`config.mk`:
```
export PLATFORM = sky130hd
export DESIGN_NAME = fxp_dot_accumulator
export DESIGN_NICKNAME = d
export VERILOG_FILES = /design/src/rtl/fxp_dot_accumulator.sv
export SDC_FILE = /design/constraint.sdc
export NUM_CORES = 1
export LEC_CHECK = 0
export ABC_CLOCK_PERIOD_IN_PS = 4400
export BUFFER_PORTS_ARGS = -buffer_cell sky130_fd_sc_hd__buf_2
export CAP_MARGIN = 20
export CORE_ASPECT_RATIO = 0.8
export CORE_MARGIN = 2
export CORE_UTILIZATION = 50
export CTS_CLUSTER_SIZE = 24
export DETAILED_ROUTE_END_ITERATION = 8
export PLACE_DENSITY = 0.74
export SLEW_MARGIN = 20
export SYNTH_ARGS = -nofsm -noshare
export SYNTH_HDL_FRONTEND = slang
export SYNTH_SLANG_ARGS = --single-unit
```
`constraint.sdc`:
```
create_clock -name clk -period 4.4 [get_ports clk]
set_input_delay 0 -clock clk [delete_from_list [all_inputs] [get_ports clk]]
set_output_delay 0 -clock clk [all_outputs]
set_load 0.005 [all_outputs]
```
`src/rtl/fxp_dot_accumulator.sv`:
```
// Q16.16 dot-product accumulator: sums a stream of signed products per vector
// in a guard-bit-extended accumulator and emits one saturated result per vector
// over a valid/ready handshake, with saturation and overflow-error flags.
module fxp_dot_accumulator #(
  parameter int unsigned GUARD_BITS = 8,
  parameter int unsigned MAX_TERMS  = 256,
  localparam int unsigned CNT_W     = $clog2(MAX_TERMS) + 1
) (
  input  logic             clk,
  input  logic             rst,
  input  logic [31:0]      prod_in,
  input  logic             prod_ovf,
  input  logic             in_valid,
  input  logic             in_last,
  output logic             in_ready,
  output logic [31:0]      dot_out,
  output logic [CNT_W-1:0] terms_out,
  output logic             sat_flag,
  output logic             err_flag,
  output logic             out_valid,
  input  logic             out_ready
);

  localparam int unsigned ACC_W = 32 + GUARD_BITS;

  typedef enum logic [0:0] {StAccum, StHold} state_e;

  state_e           state_q;
  logic [ACC_W-1:0] acc_q, acc_d;
  logic [CNT_W-1:0] cnt_q, cnt_d;
  logic             ovf_q, ovf_d;
  logic             beat;
  logic             vec_end;
  logic             in_range;
  logic             sat_d;
  logic [31:0]      dot_d;

  // Held off during reset so no beat can be claimed as accepted on that edge.
  assign in_ready = (state_q == StAccum) && !rst;

  // Next accumulator/count/flag values and the saturated view of the running sum.
  always_comb begin
    beat     = in_valid & in_ready;
    acc_d    = acc_q + {{GUARD_BITS{prod_in[31]}}, prod_in};
    cnt_d    = cnt_q + CNT_W'(1);
    ovf_d    = ovf_q | prod_ovf;
    vec_end  = beat & (in_last | (cnt_d == CNT_W'(MAX_TERMS)));
    // Sum fits in Q16.16 only when every bit from 31 upward equals the sign.
    in_range = (&acc_d[ACC_W-1:31]) | ~(|acc_d[ACC_W-1:31]);
    sat_d    = ~in_range;
    dot_d    = acc_d[31:0];
    if (sat_d) begin
      dot_d = acc_d[ACC_W-1] ? 32'h8000_0000 : 32'h7FFF_FFFF;
    end
  end

  // Control FSM, accumulator state and registered result outputs.
  always_ff @(posedge clk) begin
    if (rst) begin
      state_q   <= StAccum;
      acc_q     <= '0;
      cnt_q     <= '0;
      ovf_q     <= 1'b0;
      out_valid <= 1'b0;
      dot_out   <= '0;
      terms_out <= '0;
      sat_flag  <= 1'b0;
      err_flag  <= 1'b0;
    end else begin
      case (state_q)
        StAccum: begin
          if (vec_end) begin
            state_q   <= StHold;
            dot_out   <= dot_d;
            sat_flag  <= sat_d;
            err_flag  <= ovf_d;
            terms_out <= cnt_d;
            out_valid <= 1'b1;
            acc_q     <= '0;
            cnt_q     <= '0;
            ovf_q     <= 1'b0;
          end else if (beat) begin
            acc_q <= acc_d;
            cnt_q <= cnt_d;
            ovf_q <= ovf_d;
          end
        end
        StHold: begin
          // Result fields stay put after the handshake; only valid drops.
          if (out_ready) begin
            out_valid <= 1'b0;
            state_q   <= StAccum;
          end
        end
        default: state_q <= StAccum;
      endcase
    end
  end

endmodule

```
==> results.txt, run 1 <==
----------------------------------------------------
[Yosys]
  Post-synthesis share of cell area spent on xor and xnor gates ... 6.66%
  Compound-gate portion of the synthesized area ... roughly 23%
  Proportion of register bits with asynchronous set or reset after synthesis ... 0%
  Synth Area per Inst ... about 7.9 um2
  Number of unique standard cell types used by synthesis ... 66
  Multiplexer fraction of the synthesized cell area ... 0%
  Simple logic cell fraction of the synthesized area ... about 25%
  Largest cells by area after synthesis ... dfxtp_1 (32%), ha_1 (8.7%), nor2_1 (8.4%)
  Sequential area share after synthesis ... between 30% and 40%
  Post-synthesis instance area ... 0.00592 mm2
  Adder and majority gate portion of the synthesized area ... a little under a tenth
  Flip-flop and latch count after synthesis ... 95
  Cells after Synth ... approximately 750
  Dominant combinational cell family by area after synthesis ... simple AND/OR/NAND/NOR gates
  Yosys warning count ... 0
  Area share of the leading cell type in the synthesized netlist ... 32.1%
  Flip-flop cell with the highest count after synthesis ... dfxtp_1
  Syn_nets ... between 800 and 900
  Number of flops mapped to enable cells by yosys ... 0
  Largest area contributor in the synthesized netlist ... dfxtp_1

[STA]
  Max-slew headroom at the worst pin ... about half
  Final critical path time including I/O delays and setup ... 3.98 ns
  RSZ-0062 raised after global routing ... false
  Hold Worst Slack ... 0.0153 ns
  Transition time at the pin with the least slew margin ... 0.739 ns
  Worst setup skew after layout ... approximately 0.011 ns
  Final total negative setup slack ... 0 ns
  Number of endpoints failing setup at the final stage ... 0
  Number of failing hold endpoints at the final stage ... 0
  Tcrit/Tclk final ... between 90% and 100%
  Max frequency ... approximately 250 MHz
  Slew Viols, Final ... 0

[Pwr]
  Leak ... between 2 and 3 nW
  Worst vdd ir ... ~0.28 mV
  Power density over cell area ... approximately 320 mW/mm2

[Worst setup path]
  Capturing element type of the critical path ... register
  Critical Path Fanout Max ... 20
  CP startpoint kind ... register
  Critical path data arrival time ... 4.21 ns
  Critical Path RT ... approximately 4.6 ns
  Critical Setup Path Class ... reg2reg

[Worst hold path]
  Class of the tightest hold or removal check ... in2reg

[Placed design]
  Dpl cells ... about 940
  Post-detailed-placement half-perimeter wirelength ... between 10 and 15 mm
  Gpl congestion ... about 0.97
  Count of input and output buffers ... 82

[Route]
  Final routed wire length divided by cell count ... between 15 and 20 um
  Initial DRC count ... ~450
  Via count ... 5,647
  Routed Antenna Nets ... 0
  Total wire length ... ~16 mm
  Detailed-route vias per instance ... approximately 5.9
  First-pass iteration count of the detailed router ... 5
  DRC violations left ... 0

[Die]
  Boundary Pins ... 83
  Horiz. Die Dim ... between 100 and 150 um
  Die span in y ... 101 um
  Number of standard-cell rows in the floorplan ... 35
  Effective utilization at floorplan ... between 50% and 60%
  Area of the core region ... 0.0115 mm2
  Total die area ... around 0.013 mm2

[GRT]
  GR Overflow Total ... 0
  Antenna violations before repair ... 0
  Wire length of the first global-routing pass ... 26.9 mm
  Vias in the first global route ... roughly 5,400
  Overall Global Routing Usage ... a little over a quarter
  Largest net degree at the start of global routing ... 69

[Cells and area]
  Number of nets in the layout ... 883
  Non-filler cells, final ... roughly 960
  Antenna diodes ... 0
  Ratio of cells with drive above 1 in the final layout ... between 10% and 20%
  Area added between synthesis and finish ... 13.4%
  Final core occ ... approximately three fifths
  Commonest cells after routing, fill and taps aside ... nor2_1 (132), dfxtp_1 (95), buf_2 (82)
  Most common cell after layout, fill and taps aside ... nor2_1

[Clock tree]
  Number of buffers added to fix hold violations after cts ... 2
  TritonCTS clock tree ... done
  Clock sink total ... 95
  Number of resized instances in the post-cts repair step ... 0
  Maximum root-to-sink buffer count ... 2
  Clock slew seen by the registers of the worst setup and hold paths ... ~0.07 ns
  Root buffer selected by CTS ... clkbuf_16
  Total setup buffers inserted after CTS ... 0
  Insertion delay to the later sink of the worst-skew pair ... 0.36 ns
  CTS buffer count ... 9
  CTS H-tree depth ... 3

[Status]
  Status ... finished clean

[Job]
  Max Cap Viol ... 0

----------------------------------------------------
[flip-flops by register name (all words and copies together) (netlist names)]
register   flops
acc_q         40
dot_out       32
cnt_q          9
terms_out      9
err_flag       1
out_valid      1
ovf_q          1
sat_flag       1
state_q        1
[logic make-up after synthesis]
logic type | Yosys count
fa+ha+maj | 42
flops | 95
buf+inv | 56
compound gates | 204
xor+xnor | 45
simple gates | 304
[Yosys cell counts (all sizes together) (5+ instances only)]
cell	count
nor2	134
dfxtp	95
a21oi	72
nand2	59
ha	41
nor3	36
o21ai	36
clkbuf	34
a22oi	31
nand3	26
xnor2	25
xor2	20
nand4	15
buf	13
a21o	12
a211oi	9
inv	9
o2bb2ai	9
nand2b	6
and2	5
[area by class of cell]
type	instances	area [um2]
fill	1002	4800
clock buffer	9	225
clock inverter	7	76.3
inverter	9	33.8
sequential	95	1900
multi-input combinational	595	3800
timing repair buffer	93	498
tap	148	185
[critical path, cell delays in order (launching register included)]
cell,delay [ns]
dfxtp_1,0.34
ha_1,0.19
fa_1,0.23
a21oi_1,0.10
o2bb2ai_1,0.27
nand2_1,0.19
a311oi_2,0.43
o21ai_2,0.15
o41ai_1,0.33
a211o_1,0.20
xor2_1,0.12
nor4_2,0.48
a41o_1,0.27
a21o_1,0.11
buf_4,0.33
nor3_2,0.09
[stage by stage]
stage | instance area (um2) | total power, W | setup WS, ns
2_1_floorplan | 5920 | 0.00121 | 1.22
3_3_place_gp | 6390 | 0.00132 | 0.708
3_5_place_dp | 6390 | 0.00133 | 0.562
4_1_cts | 6720 | 0.00215 | 0.489
5_1_grt | 6720 | 0.00223 | 0.208
6_report | 6720 | 0.00214 | 0.425
[power breakdown]
group	leakage (nW)	internal [W]	switching (W)	total (W)
Clock	0.143	0.000446	0.000376	0.000822
Sequential	0.773	0.000895	0.0000204	0.000916
Combinational	1.90	0.000150	0.000255	0.000404
[metal layers]
| metal | global-route usage (%) | up-vias | share of wire, % |
|---|---|---|---|
| li1 | - | 2779 | - |
| met1 | 34.5 | 2622 | 45 |
| met5 | 0 | - | 0 |
| met4 | 7.35 | 0 | 1.9 |
| met3 | 4.91 | 36 | 6.7 |
| met2 | 43.9 | 210 | 46 |
[final timing paths]
check / start / end / slack, ns / cells past startpoint
worst max-delay path: acc_q[0] / dot_out[13] / 0.42 / 15
worst min-delay path: prod_in[0] / dot_out[0] / 0.02 / 3
worst max register to register: acc_q[0] / dot_out[13] / 0.42 / 15
worst min register to register: acc_q[6] / acc_q[6] / 0.46 / 2
Power figures use the tool's default switching activity.
==> inputs of run 2 (changes only) <==
--- a/config.mk
+++ b/config.mk
@@ -10,10 +10,11 @@
 export CAP_MARGIN = 20
 export CORE_ASPECT_RATIO = 0.8
 export CORE_MARGIN = 2
-export CORE_UTILIZATION = 50
+export CORE_UTILIZATION = 58
 export CTS_CLUSTER_SIZE = 24
 export DETAILED_ROUTE_END_ITERATION = 8
-export PLACE_DENSITY = 0.74
+export PLACE_DENSITY = 0.81
+export SKIP_LAST_GASP = 1
 export SLEW_MARGIN = 20
 export SYNTH_ARGS = -nofsm -noshare
 export SYNTH_HDL_FRONTEND = slang
==> run 2 against run 1 <==
First-iteration DRC count shrank 1.1%. Count of clock-buffer cells in the layout grew 2. Global-route usage grew 4.6 points. Critical path depth is the same. Critical path type unchanged. Largest cell class unchanged.
==> results.txt, run 2 (same netlist as run 1, synthesis figures left out) <==
----------------------------------------------------
[Status]
  Status ... finished clean (unchanged)

[Route]
  Total wire length ... 16.2 mm (was 16.5 mm)
  Detailed-route vias per instance ... 6.20 (was 5.91)
  Routed Antenna Nets ... 0 (unchanged)
  Final routed wire length divided by cell count ... 17.2 um (about the same)
  First-pass iteration count of the detailed router ... 7 (was 5)
  Via count ... 5,846 (was 5,647)
  DRC violations left ... 0 (unchanged)
  Initial DRC count ... 442 (was 447)

[Placed design]
  Count of input and output buffers ... 82 (unchanged)
  Post-detailed-placement half-perimeter wirelength ... 11.6 mm (was 11.8 mm)
  Cell area after placement ... 0.00638 mm2 (was 0.00639 mm2)
  Gpl congestion ... 0.973 (was 0.970)

[Cells and area]
  Filler instances ... 830 (was 1,002)
  Ratio of cells with drive above 1 in the final layout ... 18.2% (was 18.3%)
  Sequential cell area ... 0.00190 mm2 (unchanged)
  Multi-input logic area ... 0.00380 mm2 (unchanged)
  Most common cell after layout, fill and taps aside ... nor2_1 (unchanged)
  Commonest cells after routing, fill and taps aside ... nor2_1 (132), dfxtp_1 (95), buf_2 (82) (unchanged)
  Flip-flop count of the largest register after layout ... 40 (unchanged)
  Biggest register ... acc_q (unchanged)
  Top flop regs ... acc_q x40, dot_out x32 (unchanged)
  Design Area, Final ... 0.00673 mm2 (was 0.00672 mm2)
  Area added between synthesis and finish ... 13.6% (was 13.4%)
  Antenna diodes ... 0 (unchanged)
  Number of nets in the layout ... 883 (unchanged)

[Worst setup path]
  Critical path data arrival time ... 4.09 ns (was 4.21 ns)
  Sequence of cells on the critical path ... ha_1, fa_1, a21oi_1, o2bb2ai_1, nand2_1, a311oi_2, o21ai_2, o41ai_1, a211o_1, xor2_1, nor4_2, a41o_1, a21o_1, buf_4, nor3_2 (unchanged)
  Critical Setup Path Class ... reg2reg (unchanged)
  Capturing element type of the critical path ... register (unchanged)
  Slowest CP cell ... fa_1 (was nor4_2)
  Worst Path Buf+Inv ... 1 (unchanged)
  Longest individual stage delay on the worst path ... 0.41 ns (was 0.48 ns)
  Critical Path Fanout Max ... 20 (unchanged)
  Length in cells of the worst reg-to-reg path ... 15 (unchanged)
  CP delay by family, top ... compound AO/OA/AOI/OAI gates (unchanged)
  CP startpoint kind ... register (unchanged)
  Critical Path RT ... 4.63 ns (about the same)
  Number of cells on the critical path ... 15 (unchanged)

[STA]
  RSZ-0062 raised after global routing ... false (unchanged)
  Worst setup skew after layout ... 0.00856 ns (was 0.0113 ns)
  Number of failing hold endpoints at the final stage ... 0 (unchanged)
  Number of endpoints failing setup at the final stage ... 0 (unchanged)
  Slew Viols, Final ... 0 (unchanged)
  Final total negative setup slack ... 0 ns (unchanged)
  Transition time at the pin with the least slew margin ... 0.726 ns (was 0.739 ns)
  Max-slew headroom at the worst pin ... 51.6% (was 50.7%)
  Final critical path time including I/O delays and setup ... 3.86 ns (was 3.98 ns)
  Tcrit/Tclk final ... 87.8% (was 90.3%)
  Max frequency ... 259 MHz (was 252 MHz)

[Die]
  Total die area ... 0.0110 mm2 (was 0.0127 mm2)
  Effective utilization at floorplan ... 60.6% (was 51.4%)
  Horiz. Die Dim ... 117 um (was 126 um)
  Area of the core region ... 0.00977 mm2 (was 0.0115 mm2)
  Number of standard-cell rows in the floorplan ... 32 (was 35)
  Boundary Pins ... 83 (unchanged)
  Die span in y ... 94.4 um (was 101 um)

[Clock tree]
  Maximum root-to-sink buffer count ... 2 (unchanged)
  TritonCTS clock tree ... done (unchanged)
  Clock sink total ... 95 (unchanged)
  CTS H-tree depth ... 3 (unchanged)
  Insertion delay to the later sink of the worst-skew pair ... 0.35 ns (was 0.36 ns)
  Root buffer selected by CTS ... clkbuf_16 (unchanged)
  Clock slew seen by the registers of the worst setup and hold paths ... 0.07 ns (about the same)
  CTS buffer count ... 9 (unchanged)

[Pwr]
  Net switching fraction of the power ... 28.4% (was 30.4%)
  Internal Pwr Total ... 0.00157 W (was 0.00149 W)
  Clock network fraction of total power ... 39.9% (was 38.4%)
  Share of power burned in registers ... 41.6% (was 42.7%)
  Leak ... 2.84 nW (was 2.82 nW)
  Worst vdd ir ... 0.251 mV (was 0.281 mV)
  Tot Pwr ... 0.00220 W (was 0.00214 W)
  Combinational power share ... 18.5% (was 18.9%)
  Power density over cell area ... 327 mW/mm2 (was 319 mW/mm2)
  Reported net switching power ... 0.000625 W (was 0.000651 W)

[GRT]
  Global-route track usage on met2 ... 49.5% (was 43.9%)
  Wire length of the first global-routing pass ... 26.8 mm (was 26.9 mm)
  Met1 routing resource usage after global routing ... 40.4% (was 34.5%)
  Antenna violations before repair ... 0 (unchanged)
  Layer carrying the most global-route usage ... met2 (unchanged)
  Overall Global Routing Usage ... 30.6% (was 26.0%)
  GR Overflow Total ... 0 (unchanged)
  Vias in the first global route ... 5,634 (was 5,415)
  Global routing met3 resource utilization ... 7.77% (was 4.91%)
  Largest net degree at the start of global routing ... 69 (unchanged)

[Worst hold path]
  Class of the tightest hold or removal check ... in2reg (unchanged)
  Number of cells traversed by the worst hold path ... 3 (unchanged)

[Job]
  Max Cap Viol ... 0 (unchanged)

----------------------------------------------------
run 2: power by group through the flow:
stage | Clock [W] | Sequential (W) | Combinational (W)
6_report | 0.000879 | 0.000915 | 0.000406
5_1_grt | 0.000922 | 0.000919 | 0.000446
4_1_cts | 0.000882 | 0.000915 | 0.000399
3_5_place_dp | 0 | 0.000934 | 0.000393
3_3_place_gp | 0 | 0.000933 | 0.000383
2_1_floorplan | 0 | 0.000934 | 0.000280
run 2: worst paths after layout:
| kind | start | to | slack (ns) |
|---|---|---|---|
| max | acc_q[0] | dot_out[16] | 0.54 |
| min | prod_in[0] | dot_out[0] | 0.02 |
| max reg2reg | acc_q[0] | dot_out[16] | 0.54 |
| min reg2reg | dot_out[31] | dot_out[31] | 0.46 |
run 2: metrics by stage:
| stage | util, % | worst slack [ns] | hold slack, ns | instances |
|---|---|---|---|---|
| final | 68.9 | 0.535 | 0.0196 | 943 |
| after global routing | 68.9 | 0.310 | 0.0433 | 943 |
| after CTS | 68.9 | 0.606 | 0.0178 | 943 |
| after detailed placement | 65.3 | 0.622 | 0.200 | 926 |
| after global placement | 65.3 | 0.753 | 0.197 | 926 |
| after floorplan | - | 1.22 | 0.100 | 746 |
run 2: cell type report:
| cell class | instances | area share [%] |
|---|---|---|
| multi-input combinational | 595 | 56.4 |
| timing repair buffer | 93 | 7.40 |
| clock inverter | 4 | 1.15 |
| clock buffer | 11 | 3.76 |
| inverter | 9 | 0.502 |
| sequential | 95 | 28.3 |
| tap | 136 | 2.53 |
run 2: worst register-to-register path, delay by kind of cell, from the launching register on:
family                     cells  cell delay (ns)
xor gates and xnor gates       1             0.19
DFF                            1             0.32
adders and majority gates      2             0.62
and+or+nand+nor                3             0.68
buffers and inverters          1             0.33
AOI/OAI and AO/OA              8             1.61
run 2: repair_timing:
| item | 4_1_cts | 5_1_grt |
|---|---|---|
| buffers inserted | 0 | 0 |
| gates resized for setup | 0 | 0 |
| endpoints found under the hold margin | 4 | 0 |
| hold buffers | 2 | 0 |
run 2: routing by layer:
layer | share of wire, % | wire (um)
met5 | 0 | 0
met4 | 2.0 | 326
met3 | 8.5 | 1370
met2 | 45 | 7350
met1 | 44 | 7140
